--- src/rtl/hub_pkg.sv ---
// Shared constants and field helpers for the hub slot arbiter and its selector.
package hub_pkg;

    localparam int NUM_COGS   = 8;
    localparam int HUB_ADDR_W = 14;
    localparam int SLOT_W     = $clog2(NUM_COGS);

    // Long addresses with this bit set live in ROM and must never be written.
    localparam int ROM_BIT    = HUB_ADDR_W - 1;

    // Pull cog idx's 32-bit word out of a flattened per-cog data bus.
    function automatic logic [31:0] cog_word(input logic [32*NUM_COGS-1:0] bus,
                                             input logic [SLOT_W-1:0]      idx);
        return bus[32*idx +: 32];
    endfunction

    // Pull cog idx's long address out of a flattened per-cog address bus.
    function automatic logic [HUB_ADDR_W-1:0] cog_addr(input logic [HUB_ADDR_W*NUM_COGS-1:0] bus,
                                                       input logic [SLOT_W-1:0]              idx);
        return bus[HUB_ADDR_W*idx +: HUB_ADDR_W];
    endfunction

endpackage

--- src/rtl/hub_slot_mux.sv ---
// Combinational selector that presents the slot owner's request fields to the hub port.
module hub_slot_mux
    import hub_pkg::*;
(
    input  logic [SLOT_W-1:0]              slot_i,
    input  logic [NUM_COGS-1:0]            req_i,
    input  logic [NUM_COGS-1:0]            ena_i,
    input  logic [NUM_COGS-1:0]            w_i,
    input  logic [4*NUM_COGS-1:0]          wb_i,
    input  logic [HUB_ADDR_W*NUM_COGS-1:0] a_i,
    input  logic [32*NUM_COGS-1:0]         d_i,
    output logic                           req_o,
    output logic                           w_o,
    output logic [3:0]                     wb_o,
    output logic [HUB_ADDR_W-1:0]          a_o,
    output logic [31:0]                    d_o
);

    // Route the slot owner's fields; a stopped cog's request reads as idle.
    always_comb begin
        req_o = 1'b0;
        w_o   = 1'b0;
        wb_o  = '0;
        a_o   = '0;
        d_o   = '0;
        req_o = req_i[slot_i] & ena_i[slot_i];
        w_o   = w_i[slot_i];
        wb_o  = wb_i[4*slot_i +: 4];
        a_o   = cog_addr(a_i, slot_i);
        d_o   = cog_word(d_i, slot_i);
    end

endmodule

--- src/rtl/hub_slot_arb.sv ---
// Round-robin hub slot arbiter: one cog per ena_bus cycle drives hub_mem, and the
// returned q is handed back with a one-hot ack on the following bus slot.
module hub_slot_arb
    import hub_pkg::*;
(
    input  logic                           clk_cog,
    input  logic                           res,
    input  logic                           ena_bus,
    input  logic [NUM_COGS-1:0]            cog_ena,
    input  logic [NUM_COGS-1:0]            req,
    input  logic [NUM_COGS-1:0]            req_w,
    input  logic [4*NUM_COGS-1:0]          req_wb,
    input  logic [HUB_ADDR_W*NUM_COGS-1:0] req_a,
    input  logic [32*NUM_COGS-1:0]         req_d,
    output logic                           mem_w,
    output logic [3:0]                     mem_wb,
    output logic [HUB_ADDR_W-1:0]          mem_a,
    output logic [31:0]                    mem_d,
    input  logic [31:0]                    mem_q,
    output logic [NUM_COGS-1:0]            ack,
    output logic [31:0]                    rdata,
    output logic [SLOT_W-1:0]              slot
);

    logic [SLOT_W-1:0]   slot_q,    slot_d;
    logic                pend_q,    pend_d;
    logic [SLOT_W-1:0]   pendCog_q, pendCog_d;
    logic [NUM_COGS-1:0] ack_q,     ack_d;
    logic [31:0]         rdata_q,   rdata_d;

    logic selReq;
    logic selW;
    logic grant;

    hub_slot_mux uMux (
        .slot_i (slot_q),
        .req_i  (req),
        .ena_i  (cog_ena),
        .w_i    (req_w),
        .wb_i   (req_wb),
        .a_i    (req_a),
        .d_i    (req_d),
        .req_o  (selReq),
        .w_o    (selW),
        .wb_o   (mem_wb),
        .a_o    (mem_a),
        .d_o    (mem_d)
    );

    // Issue side: ROM-space writes degrade to reads, and reset blocks any write.
    always_comb begin
        grant = 1'b0;
        mem_w = 1'b0;
        grant = ena_bus & selReq;
        mem_w = selReq & selW & ~mem_a[ROM_BIT] & ~res;
    end

    // Next-state: advance the slot, track the in-flight access, complete the previous one.
    always_comb begin
        slot_d    = slot_q;
        pend_d    = pend_q;
        pendCog_d = pendCog_q;
        ack_d     = '0;
        rdata_d   = rdata_q;
        if (ena_bus) begin
            if (slot_q == SLOT_W'(NUM_COGS - 1)) begin
                slot_d = '0;
            end else begin
                slot_d = slot_q + 1'b1;
            end
            pend_d = grant;
            if (grant) begin
                pendCog_d = slot_q;
            end
            if (pend_q) begin
                rdata_d = mem_q;
                if (cog_ena[pendCog_q]) begin
                    ack_d[pendCog_q] = 1'b1;
                end
            end
        end
    end

    // State registers with synchronous reset that drops any access in flight.
    always_ff @(posedge clk_cog) begin
        if (res) begin
            slot_q    <= '0;
            pend_q    <= 1'b0;
            pendCog_q <= '0;
            ack_q     <= '0;
            rdata_q   <= '0;
        end else begin
            slot_q    <= slot_d;
            pend_q    <= pend_d;
            pendCog_q <= pendCog_d;
            ack_q     <= ack_d;
            rdata_q   <= rdata_d;
        end
    end

    assign ack   = ack_q;
    assign rdata = rdata_q;
    assign slot  = slot_q;

endmodule

--- config.mk ---
export PLATFORM = sky130hd
export DESIGN_NAME = hub_slot_arb
export DESIGN_NICKNAME = d
export VERILOG_FILES = /design/src/rtl/hub_pkg.sv /design/src/rtl/hub_slot_mux.sv /design/src/rtl/hub_slot_arb.sv
export SDC_FILE = /design/constraint.sdc
export NUM_CORES = 1
export LEC_CHECK = 0
export CORE_AREA = 2 2 214 216
export CTS_CLUSTER_DIAMETER = 40
export DETAILED_ROUTE_END_ITERATION = 10
export DIE_AREA = 0 0 216 218
export PLACE_DENSITY = 0.44
export SLEW_MARGIN = 10
export SYNTH_ARGS = -nofsm -noshare
export SYNTH_HDL_FRONTEND = slang
export SYNTH_SLANG_ARGS = --single-unit
--- constraint.sdc ---
create_clock -name clk_cog -period 4.95 [get_ports clk_cog]
set_clock_uncertainty 0.1 [all_clocks]
set_input_delay 0.99 -clock clk_cog [delete_from_list [all_inputs] [get_ports clk_cog]]
set_output_delay 0.99 -clock clk_cog [all_outputs]
set_load 0.01 [all_outputs]
==> metrics <==
WHS Path Cells 2; die area 47,100 um2; cell count after synthesis 405; initial antenna violation count 14; IO Pins 553; Worst Reg-to-Reg Cells 4; routed len/inst 20.9 um; vias per inst 3.79; vias in the first global route 6,267; largest net degree at the start of global routing 72; Final nets 1,391; cts bufs inserted 5; first-pass GRT wire length 44,600 um; most used cell, CP clkdlybuf4s50_1; Detailed Routing Iterations Pass 1 5; post-synthesis instance area 4850 um2; YS warnings 0; CP arrival 3230 ps; Worst VDD drop 145 uV; Post-CTS Hold Buffers 0; Placer Congestion 0.878; layout cells sized above 1 0.191; Multi-input gate area 3690 um2; setup slack on the worst flop-to-flop path 3070 ps; Iter 0 DRT Violations 241; Remaining Overflow, GRT 0; worst slack at placement 611 ps; fmax 0.232 GHz; Resized cells post-CTS 0; Max Cap Viol 0; Area Overhead vs Synth 131%; Design Area, Final 11,200 um2; P_leak 3.62 nW; H-tree depth 2; port buffer count 552; Worst Slack Setup Final 633 ps; Worst Max-Slew Pin Slew 1180 ps; commonest non-fill, non-tap cell in the layout clkdlybuf4s50_1; post-synth cell types 30; worst r2r src slot[0]; worst rel slew slack 0.215; Final Cycle Share 0.872; Root Driver clkbuf_16; Final min period 4320 ps; Worst Path Class, Setup in2out; die width 216 um; row count 78; crit start category input pin; Clock transition at path regs 60 ps; Setup TNS Final 0 ps; Die Ht 218 um; Initial Util 0.108; Worst Hold Class reg2reg; final hold violation count 0; slowest CP cell clkdlybuf4s50_1; Vias 5,844; CP Cell Sequence clkdlybuf4s50_1 -> nand2_1 -> mux4_2 -> or3b_1 -> a211oi_2 -> clkdlybuf4s50_1; DRC 0; Post-Syn Nets 866; clock sinks 47; status finished clean; most frequent cells in the layout clkdlybuf4s50_1 (552), mux4_2 (104), nand2_1 (71); worst min-delay path endpoint rdata[26]; Post-DP HPWL 28,000 um; CP Max Fanout 3; syn avg cell area 12.0 um2; CTS Buffer Depth 2; Worst path max stage delay 580 ps; sequential-to-total area share from yosys stat 0.194; FF/Latch Area 952 um2; PD cells 148 nW/um2; overall routed net length 32,100 um; final-layout worst hold slack 354 ps; CTS tree built; final slew viol count 0; Crit Reg-Reg Endpoint pendCog_q[1]; endpoint class of the critical path output port; Final ANT Viol Nets 0; Post-CTS Setup Inserts 0; # fillers 4,820; worst hold start rdata[26]; worst path required time 3860 ps; core area 44,900 um2; GRT Overall Usage 0.130; FF+latch count, synth 47; placed cell area 11,000 um2; RSZ-0062 raised after global routing false; Final setup viols 0; clock latency on the worst-skew pair 290 ps
==> routing by layer <==
metal  wire (um)  global-route usage
met5          23                   0
met4         389              0.0358
met3        2880              0.0425
met2       17300               0.241
met1       11500               0.139
==> layout make-up <==
class / count / area share
clock inverters: 3 / 0.00168
diodes: 10 / 0.00223
repair buffers: 562 / 0.502
flip-flops and latches: 47 / 0.0850
well taps: 600 / 0.0670
clock buffers: 5 / 0.0112
multi-input cells: 310 / 0.329
inverters: 4 / 0.00134
==> worst max-delay path: cells and delay by family <==
| kind | cells | cell delay, ps |
|---|---|---|
| compound gates | 1 | 230 |
| buf+inv | 2 | 1060 |
| mux | 1 | 500 |
| simple gates | 2 | 440 |
==> cells by family (layout without fill, tap and decap cells) <==
| family | count (synthesis) | count (layout) | synth area share |
|---|---|---|---|
| mux | 160 | 160 | 0.611 |
| simple gates | 106 | 106 | 0.0951 |
| buf+inv | 48 | 574 | 0.0459 |
| flops | 47 | 47 | 0.194 |
| compound gates | 42 | 42 | 0.0490 |
| fa+ha+maj | 2 | 2 | 0.00516 |
| other cells | 0 | 10 | 0 |
==> how the worst max path moves through the flow <==
| stage | from | to | slack [ps] |
|---|---|---|---|
| final | cog_ena[0] | mem_w | 630 |
| after global routing | cog_ena[0] | mem_w | 590 |
| after floorplan | cog_ena[0] | mem_w | 1710 |
| after detailed placement | cog_ena[0] | mem_w | 610 |
| after global placement | cog_ena[0] | mem_w | 640 |
| after CTS | cog_ena[0] | mem_w | 600 |
==> power by group <==
group,total [mW],switching (mW),internal (mW)
Clock,0.335,0.148,0.187
Combinational,0.917,0.274,0.643
Sequential,0.402,0.0167,0.386
==> through the flow <==
| stage | total power [mW] | cells | util |
|---|---|---|---|
| after global routing | 1.75 | 1539 | 0.249 |
| final | 1.65 | 1541 | 0.250 |
| after floorplan | 0.765 | 405 | - |
| after detailed placement | 1.34 | 1523 | 0.246 |
| after global placement | 1.34 | 1523 | 0.246 |
| after CTS | 1.69 | 1531 | 0.249 |
==> flip-flops by register name, summed over array words and instances (netlist names) <==
name and count:
ack 8, slot 3, pend_q 1, rdata 32, pendCog_q 3
==> synthesized netlist by cell type <==
| cell | instances | share of area |
|---|---|---|
| clkbuf_1 | 31 | 0.024 |
| nor2b_1 | 3 | 0.0039 |
| nor3b_1 | 1 | 0.0015 |
| buf_2 | 4 | 0.0041 |
| o22ai_1 | 1 | 0.0013 |
| nand3_1 | 2 | 0.0021 |
| mux4_2 | 104 | 0.48 |
| nand2b_1 | 6 | 0.0077 |
| and3_1 | 1 | 0.0013 |
| mux2i_1 | 6 | 0.012 |
| mux2_2 | 50 | 0.12 |
| buf_6 | 1 | 0.0023 |
| nor2_1 | 9 | 0.0070 |
| o21ba_1 | 1 | 0.0021 |
| ha_1 | 2 | 0.0052 |
| buf_4 | 8 | 0.012 |
| dfxtp_1 | 47 | 0.19 |
| nor4_1 | 1 | 0.0013 |
| o31ai_1 | 1 | 0.0015 |
| nor3_1 | 4 | 0.0041 |
| and2_1 | 6 | 0.0077 |
| o2bb2ai_1 | 2 | 0.0036 |
| a211oi_2 | 1 | 0.0026 |
| or3b_1 | 2 | 0.0036 |
| inv_1 | 2 | 0.0015 |
| nand2_1 | 71 | 0.055 |
| inv_2 | 2 | 0.0015 |
| o32ai_1 | 1 | 0.0018 |
| a21oi_1 | 34 | 0.035 |
| o21ai_1 | 1 | 0.0010 |
(Power assumes the default switching activity.)
